===== src/rtl/mips_pkg.sv =====
// Shared constants and the store-buffer entry type for the MIPS datapath.
// The entry carries everything needed to replay one store into dm_4k.
package mips_pkg;
    localparam int SB_DEPTH = 4;
    localparam int DM_IDXW  = 10;

    typedef struct packed {
        logic        is_byte;
        logic [31:0] addr;
        logic [31:0] data;
    } sb_entry_t;
endpackage


===== src/rtl/sb_fifo.sv =====
// Circular FIFO of pending stores: entry array, head/tail pointers, occupancy count,
// plus per-entry valid bits and word indices for the load-hazard compare.
module sb_fifo
    import mips_pkg::*;
#(
    parameter int DEPTH = SB_DEPTH,
    parameter int IDXW  = DM_IDXW
) (
    input  logic                 clk,
    input  logic                 clr,
    input  logic                 push_i,
    input  sb_entry_t            push_ent_i,
    input  logic                 pop_i,
    output sb_entry_t            head_o,
    output logic [DEPTH-1:0]     vld_o,
    output logic [IDXW-1:0]      widx_o [DEPTH],
    output logic [$clog2(DEPTH):0] cnt_o
);
    localparam int PW = $clog2(DEPTH);
    localparam int CW = PW + 1;

    sb_entry_t       mem_q [DEPTH];
    logic [PW-1:0]   hd_q, hd_d;
    logic [PW-1:0]   tl_q, tl_d;
    logic [CW-1:0]   cnt_q, cnt_d;

    always_comb begin
        hd_d  = pop_i  ? hd_q + PW'(1) : hd_q;
        tl_d  = push_i ? tl_q + PW'(1) : tl_q;
        cnt_d = cnt_q;
        unique case ({push_i, pop_i})
            2'b10:   cnt_d = cnt_q + CW'(1);
            2'b01:   cnt_d = cnt_q - CW'(1);
            default: cnt_d = cnt_q;
        endcase
    end

    always_ff @(posedge clk or posedge clr) begin
        if (clr) begin
            hd_q  <= '0;
            tl_q  <= '0;
            cnt_q <= '0;
        end else begin
            hd_q  <= hd_d;
            tl_q  <= tl_d;
            cnt_q <= cnt_d;
        end
    end

    // Payload is never cleared; occupancy alone decides which slots are live.
    always_ff @(posedge clk) begin
        if (push_i) begin
            mem_q[tl_q] <= push_ent_i;
        end
    end

    always_comb begin
        logic [PW-1:0] off;
        for (int i = 0; i < DEPTH; i++) begin
            off       = PW'(i) - hd_q;
            vld_o[i]  = {1'b0, off} < cnt_q;
            widx_o[i] = mem_q[i].addr[IDXW+1:2];
        end
    end

    assign head_o = mem_q[hd_q];
    assign cnt_o  = cnt_q;

    cnt_bounds_a: assert property (@(posedge clk) disable iff (clr)
        (cnt_q <= CW'(DEPTH)) && !(pop_i && cnt_q == '0) && !(push_i && cnt_q == CW'(DEPTH)));
endmodule


===== src/rtl/store_buf.sv =====
// Store buffer in front of dm_4k: queues sw/sb, retires one per cycle in order,
// lets safe loads take the shared port and stalls loads that hit a pending word.
module store_buf
    import mips_pkg::*;
#(
    parameter int DEPTH = SB_DEPTH,
    parameter int IDXW  = DM_IDXW
) (
    input  logic        clk,
    input  logic        clr,
    input  logic        st_req,
    input  logic        st_byte,
    input  logic [31:0] st_addr,
    input  logic [31:0] st_data,
    output logic        st_ready,
    input  logic        ld_req,
    input  logic        ld_byte,
    input  logic [31:0] ld_addr,
    output logic        ld_stall,
    output logic [31:0] dm_addr,
    output logic [31:0] dm_din,
    output logic        dm_wr,
    output logic        dm_byte,
    output logic        empty
);
    localparam int CW = $clog2(DEPTH) + 1;

    sb_entry_t        push_ent;
    sb_entry_t        head;
    logic [DEPTH-1:0] vld;
    logic [IDXW-1:0]  widx [DEPTH];
    logic [CW-1:0]    cnt;
    logic             full;
    logic             push;
    logic             hazard;
    logic             drain;

    assign push_ent = '{is_byte: st_byte, addr: st_addr, data: st_data};
    assign push     = st_req & st_ready;

    sb_fifo #(.DEPTH(DEPTH), .IDXW(IDXW)) u_fifo (
        .clk        (clk),
        .clr        (clr),
        .push_i     (push),
        .push_ent_i (push_ent),
        .pop_i      (drain),
        .head_o     (head),
        .vld_o      (vld),
        .widx_o     (widx),
        .cnt_o      (cnt)
    );

    assign full     = (cnt == CW'(DEPTH));
    assign empty    = (cnt == '0);
    assign st_ready = ~full;

    // Word-granular match: a different byte lane in the same word still hazards.
    always_comb begin
        hazard = 1'b0;
        for (int i = 0; i < DEPTH; i++) begin
            if (vld[i] && widx[i] == ld_addr[IDXW+1:2]) begin
                hazard = 1'b1;
            end
        end
        hazard = hazard & ld_req;
    end

    assign drain    = ~empty & (~ld_req | hazard | full);
    assign ld_stall = ld_req & (hazard | full);

    always_comb begin
        if (drain) begin
            dm_wr   = 1'b1;
            dm_addr = head.addr;
            dm_din  = head.data;
            dm_byte = head.is_byte;
        end else begin
            dm_wr   = 1'b0;
            dm_addr = ld_addr;
            dm_din  = '0;
            dm_byte = ld_byte;
        end
    end
endmodule


===== config.mk =====
export PLATFORM = sky130hd
export DESIGN_NAME = store_buf
export DESIGN_NICKNAME = d
export VERILOG_FILES = /design/src/rtl/mips_pkg.sv /design/src/rtl/sb_fifo.sv /design/src/rtl/store_buf.sv
export SDC_FILE = /design/constraint.sdc
export NUM_CORES = 1
export LEC_CHECK = 0
export ABC_AREA = 1
export CAP_MARGIN = 20
export CORE_MARGIN = 2
export CORE_UTILIZATION = 49
export DETAILED_ROUTE_END_ITERATION = 8
export PLACE_DENSITY_LB_ADDON = 0.2
export SYNTH_ARGS = -nofsm -noshare
export SYNTH_HDL_FRONTEND = slang
export SYNTH_SLANG_ARGS = --single-unit

===== constraint.sdc =====
create_clock -name clk -period 4.2 [get_ports clk]
set_input_delay 0.42 -clock clk [delete_from_list [all_inputs] [get_ports clk]]
set_output_delay 0.42 -clock clk [all_outputs]
set_load 0.02 [all_outputs]

==> flow_metrics.env <==
export IMPL_status="finished, final reports clean"
export IMPL_cap_viol_max_count=0
export IMPL_yosys_warnings=0
export IMPL_clock_sinks=267
export IMPL_multi_input_area_um2=2730
export IMPL_syn_inst=897
export IMPL_cts_hold_buf=0
export IMPL_avgRoutedWirePerCell_um=18.4
export IMPL_design_area_um2=14000
export IMPL_route_detailed_drc=0
export IMPL_core_area_um2=22400
export IMPL_antenna_found_initial=1
export IMPL_cts_buffers=27
export IMPL_grt_usage_pct=20.6
export IMPL_nNetsFinal=1184
export IMPL_netlist_area_leader_share_pct=70.4
export IMPL_worstMarginPinSlew_ns=0.876
export IMPL_vias_per_cell=5.41
export IMPL_cts_tree="done"
export IMPL_syn_area_um2=11100
export IMPL_clockRootBuffer="clkbuf_16"
export IMPL_endpoint_kind="primary output"
export IMPL_worstHoldPathType="in -> async"
export IMPL_seq_area_um2=7980
export IMPL_rows=55
export IMPL_gp_congestion=0.803
export IMPL_drt_total_wl_mm=25.3
export IMPL_layout_worst_path_cycle_share_pct=94.5
export IMPL_fmax_mhz=252
export IMPL_die_width_um=154
export IMPL_path_clk_slew_ns=0.06
export IMPL_slew_viol_final=0
export IMPL_hold_viol_final=0
export IMPL_syn2layout_area_growth_pct=26.5
export IMPL_p_leak_nw=5.25
export IMPL_dieHeight_um=154
export IMPL_htreeDepth=1
export IMPL_ys_types=26
export IMPL_ir_worst_vdd_mv=0.454
export IMPL_start_util_pct=49.5
export IMPL_arrival_ns=3.55
export IMPL_insertion_delay_ns=0.51
export IMPL_clock_path_buffers=3
export IMPL_min_period_ns=3.97
export IMPL_avgSynthCellArea_um2=12.4
export IMPL_start_kind="flip-flop"
export IMPL_synth_top_cell_by_area="edfxtp_1"
export IMPL_cp_max_fo=33
export IMPL_drive_above_1_share_pct=6.68
export IMPL_grt_pass1_wl_mm=38.2
export IMPL_required_ns=3.78
export IMPL_io_pins=171
export IMPL_port_buffers=170
export IMPL_dr_pass1_iters=5
export IMPL_fillers=1753
export IMPL_clock_skew_ns=0.0108
export IMPL_vias=7451
export IMPL_placed_area_um2=13200
export IMPL_drtIter0Drc=498
export IMPL_fin_util_pct=62.6
export IMPL_ys_seq_elements=267
export IMPL_yosys_top_cells_area="edfxtp_1, nand2_1, a221oi_1, a22o_1, nor2_1"
export IMPL_grt_ovfl_total=0
export IMPL_grt_pass1_vias=7352
export IMPL_dpl_hpwl_mm=14.5
export IMPL_grt_setup_unrepaired="false"
export IMPL_ant_nets=0
export IMPL_grt_start_max_net_pins=66
export IMPL_syn_num_nets=1009
export IMPL_yosysSeqAreaShare_pct=71.9
export IMPL_dieArea_um2=23900
export IMPL_relSlewSlack_pct=41.6
export IMPL_critPathKind="reg -> out"
export IMPL_setup_viol=0
export IMPL_power_per_cell_area_nw_per_um2=714
critical path, stage by stage, from the launching register on:
cell	delay, ns
dfrtp_1	0.53
nand2_1	0.14
inv_2	0.08
nor2_1	0.06
ha_1	0.27
nand2_1	0.05
nand2_1	0.06
nand2_1	0.05
nand3_1	0.08
nor2_1	0.05
nor2_2	0.28
nand3_4	0.20
nand2_2	0.17
buf_12	0.21
nand2_1	0.08
nand2_1	0.10
clkdlybuf4s50_1	0.62
cells in the final DEF (no fill, tap or decap), types with 14 or more instances in the layout:
master,Yosys,layout
a221oi_1,32,32
a22o_1,32,32
a22oi_1,14,14
buf_4,0,14
clkbuf_16,0,27
clkdlybuf4s50_1,0,170
edfxtp_1,260,260
inv_1,56,55
nand2_1,264,264
nand3_1,48,48
nand4_1,19,19
nor2_1,72,65
report_power, final:
group | total, mW | switching [mW] | internal (mW)
Sequential | 3.69 | 0.171 | 3.52
Combinational | 4.12 | 2.50 | 1.62
Clock | 2.22 | 0.921 | 1.30
registers in the layout, indices dropped and copies added, names as in the netlist:
| register | flops |
|---|---|
| u_fifo.mem_q | 260 |
| u_fifo.cnt_o | 3 |
| u_fifo.hd_q | 2 |
| u_fifo.tl_q | 2 |
layer usage:
layer	global-route usage (%)	up-vias	share of wire (%)
li1	-	3565	-
met1	26.6	3561	42
met2	35.1	279	48
met3	3.98	46	7.7
met4	7.05	0	2.4
met5	0	-	0
layout make-up:
cell class,count,share of cell area [%]
inverters,66,1.77
diodes,1,0.0178
well taps,285,2.54
multi-input cells,522,19.5
repair buffers,188,13.4
clock inverters,16,0.927
clock buffers,33,4.97
flip-flops and latches,267,56.9
cell usage after synthesis (all sizes together):
| cell type | count |
|---|---|
| clkbuf | 19 |
| nand4 | 19 |
| fa | 1 |
| edfxtp | 260 |
| a221oi | 32 |
| clkinv | 2 |
| o221ai | 10 |
| ha | 9 |
| inv | 64 |
| dfrtp | 7 |
| a21oi | 4 |
| o21ai | 1 |
| buf | 24 |
| a22oi | 14 |
| xor2 | 10 |
| xnor2 | 1 |
| nor2 | 74 |
| nand2 | 265 |
| a22o | 32 |
| nand3 | 49 |
per-stage QoR:
stage	hold WS, ns	power [mW]	TNS (ns)	std cells	worst slack (ns)
finish	0.188	10.0	0	1378	0.231
global route	0.204	10.6	0	1377	0.0184
CTS	0.184	10.1	0	1374	0.0128
detailed placement	0.601	7.84	0	1325	0.517
global placement	0.588	7.81	0	1325	0.586
floorplan	0.223	6.16	-3.73	897	-0.0143
final timing paths:
kind	slack (ns)	cells past startpoint	startpoint	end
min reg2reg	0.60	1	u_fifo.cnt_o[0]	u_fifo.cnt_o[0]
max reg2reg	0.78	19	u_fifo.hd_q[0]	u_fifo.cnt_o[2]
min	0.19	2	clr	u_fifo.cnt_o[2]
min in group clk	0.54	1	st_addr[15]	u_fifo.mem_q[2][47]
max	0.23	16	u_fifo.hd_q[0]	dm_addr[2]
max in group asynchronous	3.78	2	clr	u_fifo.tl_q[1]
kinds of logic (layout without fill, tap and decap cells):
| family | Yosys count | in the layout | share of synthesized area (%) |
|---|---|---|---|
| other | 0 | 1 | 0 |
| adders and majority gates | 10 | 10 | 1.20 |
| AOI/OAI and AO/OA | 93 | 93 | 7.01 |
| and+or+nand+nor | 407 | 408 | 14.9 |
| DFF | 267 | 267 | 71.9 |
| xor gates and xnor gates | 11 | 11 | 0.868 |
| buffers and inverters | 109 | 303 | 4.05 |
repair_timing:
item | CTS | global route
setup endpoints to repair | 9 | 66
cloned | 0 | 1
setup buffers | 0 | 2
resized for setup | 2 | 5
pin swaps | 0 | 1
Note: power is estimated with default switching activity, not from simulation.
